===== config.mk =====
export PLATFORM = sky130hd
export DESIGN_NAME = test006
export DESIGN_NICKNAME = d
export VERILOG_FILES = /design/src/rtl/test006.sv
export SDC_FILE = /design/constraint.sdc
export NUM_CORES = 1
export LEC_CHECK = 0
export BUFFER_PORTS_ARGS = -buffer_cell sky130_fd_sc_hd__buf_4
export CAP_MARGIN = 20
export CORE_UTILIZATION = 70
export CTS_BUF_LIST = sky130_fd_sc_hd__clkbuf_8
export DETAILED_ROUTE_END_ITERATION = 8
export GPL_TIMING_DRIVEN = 0
export PLACE_DENSITY = 0.87
export SLEW_MARGIN = 0
export SYNTH_ARGS = -nofsm -noshare
export SYNTH_HDL_FRONTEND = slang
export SYNTH_SLANG_ARGS = --single-unit

===== constraint.sdc =====
create_clock -name clk -period 7.42 [get_ports clk]
set_input_delay 0.742 -clock clk [delete_from_list [all_inputs] [get_ports clk]]
set_output_delay 0.742 -clock clk [all_outputs]
set_load 0.02 [all_outputs]

===== src/rtl/test006.sv =====
// rtl/test006.sv - self-checking sum-of-squares unit behind a request/busy handshake
// Fills a 16x32 array with i*i for i=0..9, sums it back out and flags sum==285.
module test006 (
  input  logic clk,
  input  logic reset,
  input  logic test_req,
  output logic test_busy,
  output logic test_return
);

  typedef enum logic [2:0] {
    S_IDLE,
    S_INIT,
    S_FILL,
    S_READ,
    S_ACC,
    S_CHECK
  } state_t;

  localparam logic [3:0]  LAST_IDX = 4'd9;
  localparam logic [31:0] EXP_SUM  = 32'd285;

  state_t      state_q, state_d;
  logic        busy_q, busy_d;
  logic        ret_q, ret_d;
  logic [3:0]  idx_q, idx_d;
  logic [31:0] sum_q, sum_d;

  logic [31:0] mem [16];
  logic [31:0] rdata_q;
  logic        mem_we;
  logic [31:0] mem_wdata;
  logic [7:0]  sq;

  always_comb sq = {4'b0, idx_q} * {4'b0, idx_q};

  always_comb begin
    state_d   = state_q;
    busy_d    = busy_q;
    ret_d     = ret_q;
    idx_d     = idx_q;
    sum_d     = sum_q;
    mem_we    = 1'b0;
    mem_wdata = {24'b0, sq};
    case (state_q)
      S_IDLE: begin
        if (test_req) begin
          state_d = S_INIT;
          busy_d  = 1'b1;
        end
      end
      S_INIT: begin
        idx_d   = 4'd0;
        sum_d   = 32'd0;
        state_d = S_FILL;
      end
      S_FILL: begin
        mem_we = 1'b1;
        if (idx_q == LAST_IDX) begin
          idx_d   = 4'd0;
          state_d = S_READ;
        end else begin
          idx_d = idx_q + 4'd1;
        end
      end
      S_READ: state_d = S_ACC;
      S_ACC: begin
        // rdata_q holds the word addressed during the preceding READ cycle
        sum_d = sum_q + rdata_q;
        if (idx_q == LAST_IDX) begin
          state_d = S_CHECK;
        end else begin
          idx_d   = idx_q + 4'd1;
          state_d = S_READ;
        end
      end
      S_CHECK: begin
        ret_d   = (sum_q == EXP_SUM);
        busy_d  = 1'b0;
        state_d = S_IDLE;
      end
      default: state_d = S_IDLE;
    endcase
  end

  always_ff @(posedge clk or negedge reset) begin
    if (!reset) begin
      state_q <= S_IDLE;
      busy_q  <= 1'b0;
      ret_q   <= 1'b0;
      idx_q   <= 4'd0;
      sum_q   <= 32'd0;
    end else begin
      state_q <= state_d;
      busy_q  <= busy_d;
      ret_q   <= ret_d;
      idx_q   <= idx_d;
      sum_q   <= sum_d;
    end
  end

  // Array storage is deliberately unreset; every entry read is written earlier in the run.
  always_ff @(posedge clk) begin
    if (mem_we) mem[idx_q] <= mem_wdata;
    rdata_q <= mem[idx_q];
  end

  assign test_busy   = busy_q;
  assign test_return = ret_q;

endmodule


Word-level counts from Yosys, hierarchy flattened. Memory sizes are Yosys's and may differ from the RTL's. A register that Yosys moved wholly into a read port is not among the register bits. Index checks and enable logic that the tools add are counted.

Bits in latches: 0. Word-level logic and storage cells: 40. Output and inout port bits: 2. Bits in read-only memories: 0. Memories kept: 1. Flip-flop bits (word level): 73. RAM bits: 128.

Memory list: mem (words 16, bits a word 8, rd ports 1, clocked after memory_dff 1, wr ports 1, line 29) `logic [31:0] mem [16];`.

Muxes and demuxes: 13. Magnitude comparators: 0. Multipliers: 1. Div/mod/pow operators: 0. Shift operators: 0. Bitwise gates (word level): 0. Reduce and logical (&&, ||, !) cells: 7. Add/sub/neg operators: 2. Equality and inequality tests: 10.

Operator list (number): 32-bit one-hot mux with 2 select lines (1); 32-bit adder (1); 32-bit by 9-bit equality test with 1-bit output, second input constant (1); 3-bit one-hot mux with 5 select lines (1); 4-bit one-hot mux with 3 select lines (1); 3-bit 2-to-1 mux (3); 4-bit by 4-bit multiplier with 8-bit output (1); 4-bit 2-to-1 mux (2); 3-bit by 2-bit equality test with 1-bit output, second input constant (2); 3-bit equality test, second input constant (2); 2-bit inequality test, second input constant (3); 2-bit AND reduction (3); 4-bit by 1-bit adder with 4-bit output, second input constant (1); 4-bit equality test, second input constant (1); 1-bit 2-to-1 mux (4); 2-bit nonzero test (2); 3-bit by 1-bit equality test with 1-bit output, second input constant (1); 3-bit logical NOT (1); 3-bit nonzero test (1); 1-bit one-hot mux with 2 select lines (1).

Depth between registers and ports, before layout.
Depth after elaboration: 4. Depth in mapped cells: 11. Gate-level depth less buffers: 9.

Worst setup path before layout. No wires, ideal clock.

Path type: reg-to-reg. Start point: reg idx_q[0]. End point: mem mem[0][6] (netlist name), data pin. Library setup time: 0.289 ns. Cell stages (with the launch flop): 10. Data arrival time: 2.348 ns. Buffers on the path: 1. Path slack: 4.783 ns. Cells stage by stage: dfrtp_1 > buf_2 > inv_1 > nor2_1 > inv_1 > fa_1 > inv_1 > a21o_1 > a21oi_1 > xor2_1.

Longest elaborated chain between the ends: 1.

Ends and longest elaborated chain: start, declared (line 26) `logic [3:0] idx_q, idx_d;`; start signal, assigned (line 97) `idx_q <= idx_d;`; 4-bit by 4-bit multiplier with 8-bit output (line 35) `always_comb sq = {4'b0, idx_q} * {4'b0, idx_q};`; via sq[6] (line 33) `logic [7:0] sq;`; end, declared (line 29).

The timed path passes the listed nets, and every way through them passes these cells.

Worst setup path in the final report.
Start point: reg idx_q[1]. End point: mem mem[3][6] (netlist name), data pin.

Same word-level chain as after synthesis.

==> summary.md <==
| Metric | Value |
|---|---|
| Delay of the slowest critical-path stage | `0.61 ns` |
| Synthesized area | `7108 um^2` |
| Slew HR | `36.21%` |
| Clock Tree Root | `clkbuf_8` |
| DRT antenna net count | `0` |
| Most Frequent Cell on Critical Path | `inv_1` |
| Placer congestion estimate | `0.9191` |
| DR vias | `4819` |
| Fin crit share | `47.49%` |
| Area leader, netlist | `edfxtp_1` |
| Nets | `564` |
| TritonCTS clock tree | `built` |
| Die X | `102.8 um` |
| Core area | `9819 um^2` |
| Switching part of the total power | `38.03%` |
| Setup Buffers After CTS | `0` |
| Fill cells | `552` |
| Peak Freq | `0.2838 GHz` |
| Post-Synthesis Cells | `513` |
| Hold-fix buffers, CTS | `0` |
| Synth Warn # | `0` |
| Most frequent cells after synthesis | `edfxtp_1, nand2_1, dfrtp_1, mux2i_1, nor2_1` |
| Synth Flop Type | `edfxtp_1` |
| Worst endpoint data arrival time | `3.83 ns` |
| Multiplexer share of the synthesized area | `9.945%` |
| CP endpoint kind | `flip-flop` |
| Vias in the first global route | `4507` |
| Synth Area per Inst | `13.86 um^2` |
| XOR/XNOR Fraction of Synth Area | `0.9857%` |
| Top-count cell post-synth | `edfxtp_1` |
| Full die area | `10560 um^2` |
| Grt ovf | `0` |
| Final wirelength | `16360 um` |
| Clock power share | `21.1%` |
| Die height | `102.8 um` |
| Int Power | `1.760 mW` |
| H-tree levels | `4` |
| Clock period minus final worst setup slack | `3.524 ns` |
| Routed vias/inst | `6.984` |
| Simple-gate share of the synthesized area | `8.942%` |
| CTS resizes | `0` |
| Starting density of the core | `72.39%` |
| Drt pass-1 iters | `5` |
| Hold Vio Cnt, Final | `0` |
| Number of synthesized flops with an enable pin | `112` |
| Worst-case reg-to-reg path depth | `10` |
| Iteration-0 DRC Markers | `627` |
| Largest net degree at the start of global routing | `42` |
| CP Max Fanout | `10` |
| Reg power frac | `42.9%` |
| Mapped Nets | `533` |
| Clock skew | `0.01895 ns` |
| Adder-cell share of the synthesized area | `3.239%` |
| Latest clock arrival within the worst-skew pair | `0.46 ns` |
| Leakage power total | `2.893 nW` |
| DRC viols | `0` |
| Max-cap violations | `0` |
| Yosys reg bits | `160` |
| Post-synthesis sequential area ratio | `63.72%` |
| Initial antenna violation count | `0` |
| Peak VDD IR | `0.3300 mV` |
| Tot GR Track Use | `33.05%` |
| Combinational cell fraction of total power | `36.0%` |
| P_sw | `1.080 mW` |
| Count of final max-slew check failures | `0` |
| Cell row count | `36` |
| Hold Crit Class | `primary input to asynchronous set/reset pin` |
| Reg clk slew, reported paths | `0.10 ns` |
| Area delta synth->final | `8.766%` |
| Synth unique cells | `58` |
| DR WL/cell | `23.71 um` |
| Largest cells by area after synthesis | `edfxtp_1, dfrtp_1, mux2i_1` |
| I/O pins | `5` |
| PD cells | `367.3 nW/um^2` |
| Ant diodes | `0` |
| DP HPWL | `10430 um` |
| Clock sink count | `160` |
| Deepest clock path buffer count | `2` |
| CP cell instances | `clkbuf_1 > inv_1 > nand2_1 > buf_2 > inv_1 > ha_1 > a21o_1 > a21oi_1 > xor2_1 > buf_4` |
| Synth top area share | `47.32%` |
| Required @ worst endpoint | `7.72 ns` |
| I/O Buffers | `4` |
| Largest family of logic cells by synthesized area | `compound AO/OA/AOI/OAI gates` |
| CTS Buf Count | `17` |
| Finished Core Util | `78.73%` |
| Setup CP Type | `flip-flop to flip-flop` |
| Ys async rst share | `25.62%` |
| Startpoint types | `flip-flop` |
| Layout cells sized above 1 | `14.36%` |
| Worst-Margin Slew | `0.9501 ns` |
| Slowest-stage cell, CP | `xor2_1` |
| First-pass GRT wire length | `24330 um` |
| RSZ-0062 raised after global routing | `false` |
| Status | `finished clean` |
| Setup TNS | `0 ns` |
| Compound-gate portion of the synthesized area | `10.83%` |
| Final Setup Violations | `0` |
==> routing by layer <==
layer  share of wire, %  up-vias  track usage, %
li1                   -     2051               -
met2                 47      365           51.23
met1                 36     2328           44.49
met3                 12       75           7.593
met4                5.1        0           17.01
met5                  0        -               0
==> layout by cell type, fill, tap and decap left out, types with 3 or more instances in the layout <==
master      n
buf_2       8
inv_6       6
clkbuf_1   12
nand2_1    50
mux4_2     14
mux2i_1    38
o211ai_2    4
a211oi_1    3
o22ai_1     8
o211ai_1   10
o31ai_1    11
a21oi_1    16
buf_4      10
dfxtp_1     7
xor2_1      4
o221ai_1   14
nand4_1    11
ha_1       16
buf_6       3
nor2_1     35
xnor2_1     4
a22o_1      3
edfxtp_1  112
clkbuf_8   17
a21o_1      5
o21ai_0    14
o21ai_1     3
nor3_1      8
inv_1      16
dfrtp_1    41
nor4_1      5
nand3_1     8
==> power groups by stage <==
stage	Combinational [mW]	Clock, mW	Sequential, mW
after floorplan	0.668	0	1.21
after global placement	0.887	0	1.23
after detailed placement	0.953	0	1.23
after CTS	0.978	0.604	1.21
after global routing	1.08	0.635	1.23
final	1.02	0.598	1.22
==> critical path: cells and delay by family, from the launching register on <==
| family | cells | cell delay, ns |
|---|---|---|
| buffers and inverters | 5 | 1.33 |
| AOI/OAI and AO/OA | 2 | 0.36 |
| adders and majority gates | 1 | 0.35 |
| xor gates and xnor gates | 1 | 0.61 |
| and+or+nand+nor | 1 | 0.28 |
| DFF | 1 | 0.43 |
==> kinds of logic (layout without fill, tap and decap cells) <==
kind of cell               after synthesis  count (layout)
buffers and inverters                   37              81
xor gates and xnor gates                 8               8
AOI/OAI and AO/OA                      105             105
and+or+nand+nor                        132             132
muxes                                   53              53
adders and majority gates               18              18
DFF                                    160             160
==> metrics by stage <==
step | power (mW) | area (um^2) | cells | worst slack, ns | hold slack [ns]
floorplan | 1.877 | 7108 | 513 | 4.783 | 0.4464
global placement | 2.115 | 7305 | 650 | 3.971 | 0.4721
detailed placement | 2.185 | 7343 | 655 | 3.764 | 0.4852
CTS | 2.795 | 7709 | 687 | 3.647 | 0.2419
global route | 2.939 | 7731 | 690 | 3.765 | 0.2892
finish | 2.840 | 7731 | 690 | 3.896 | 0.2508
==> area by class of cell <==
class                   instances  area, um^2  share of cell area (%)
clock inverters                15       131.4                   1.699
clock buffers                  17       234.0                   3.026
multi-input cells             316        2412                   31.20
inverters                      15       56.30                  0.7283
plain buffers                  22       110.1                   1.424
well taps                     133       166.4                   2.152
flip-flops and latches        160        4529                   58.59
repair buffers                 12       91.34                   1.181
==> path summary, 6_finish.rpt <==
kind | startpoint | end | slack [ns]
max reg2reg | idx_q[1] | mem[3][6] | 3.90
min reg2reg | test_return | test_return | 0.50
max in group asynchronous | reset | sum_q[19] | 6.79
min | reset | sum_q[2] | 0.25
min in group clk | test_return | test_return | 0.50
max | idx_q[1] | mem[3][6] | 3.90
==> flip-flops by register name, indices dropped and copies added, names as in the netlist <==
signal       flops
sum_q           32
mem            112
test_return      1
state_q          3
rdata_q          7
test_busy        1
idx_q            4
Power figures use the tool's default switching activity.
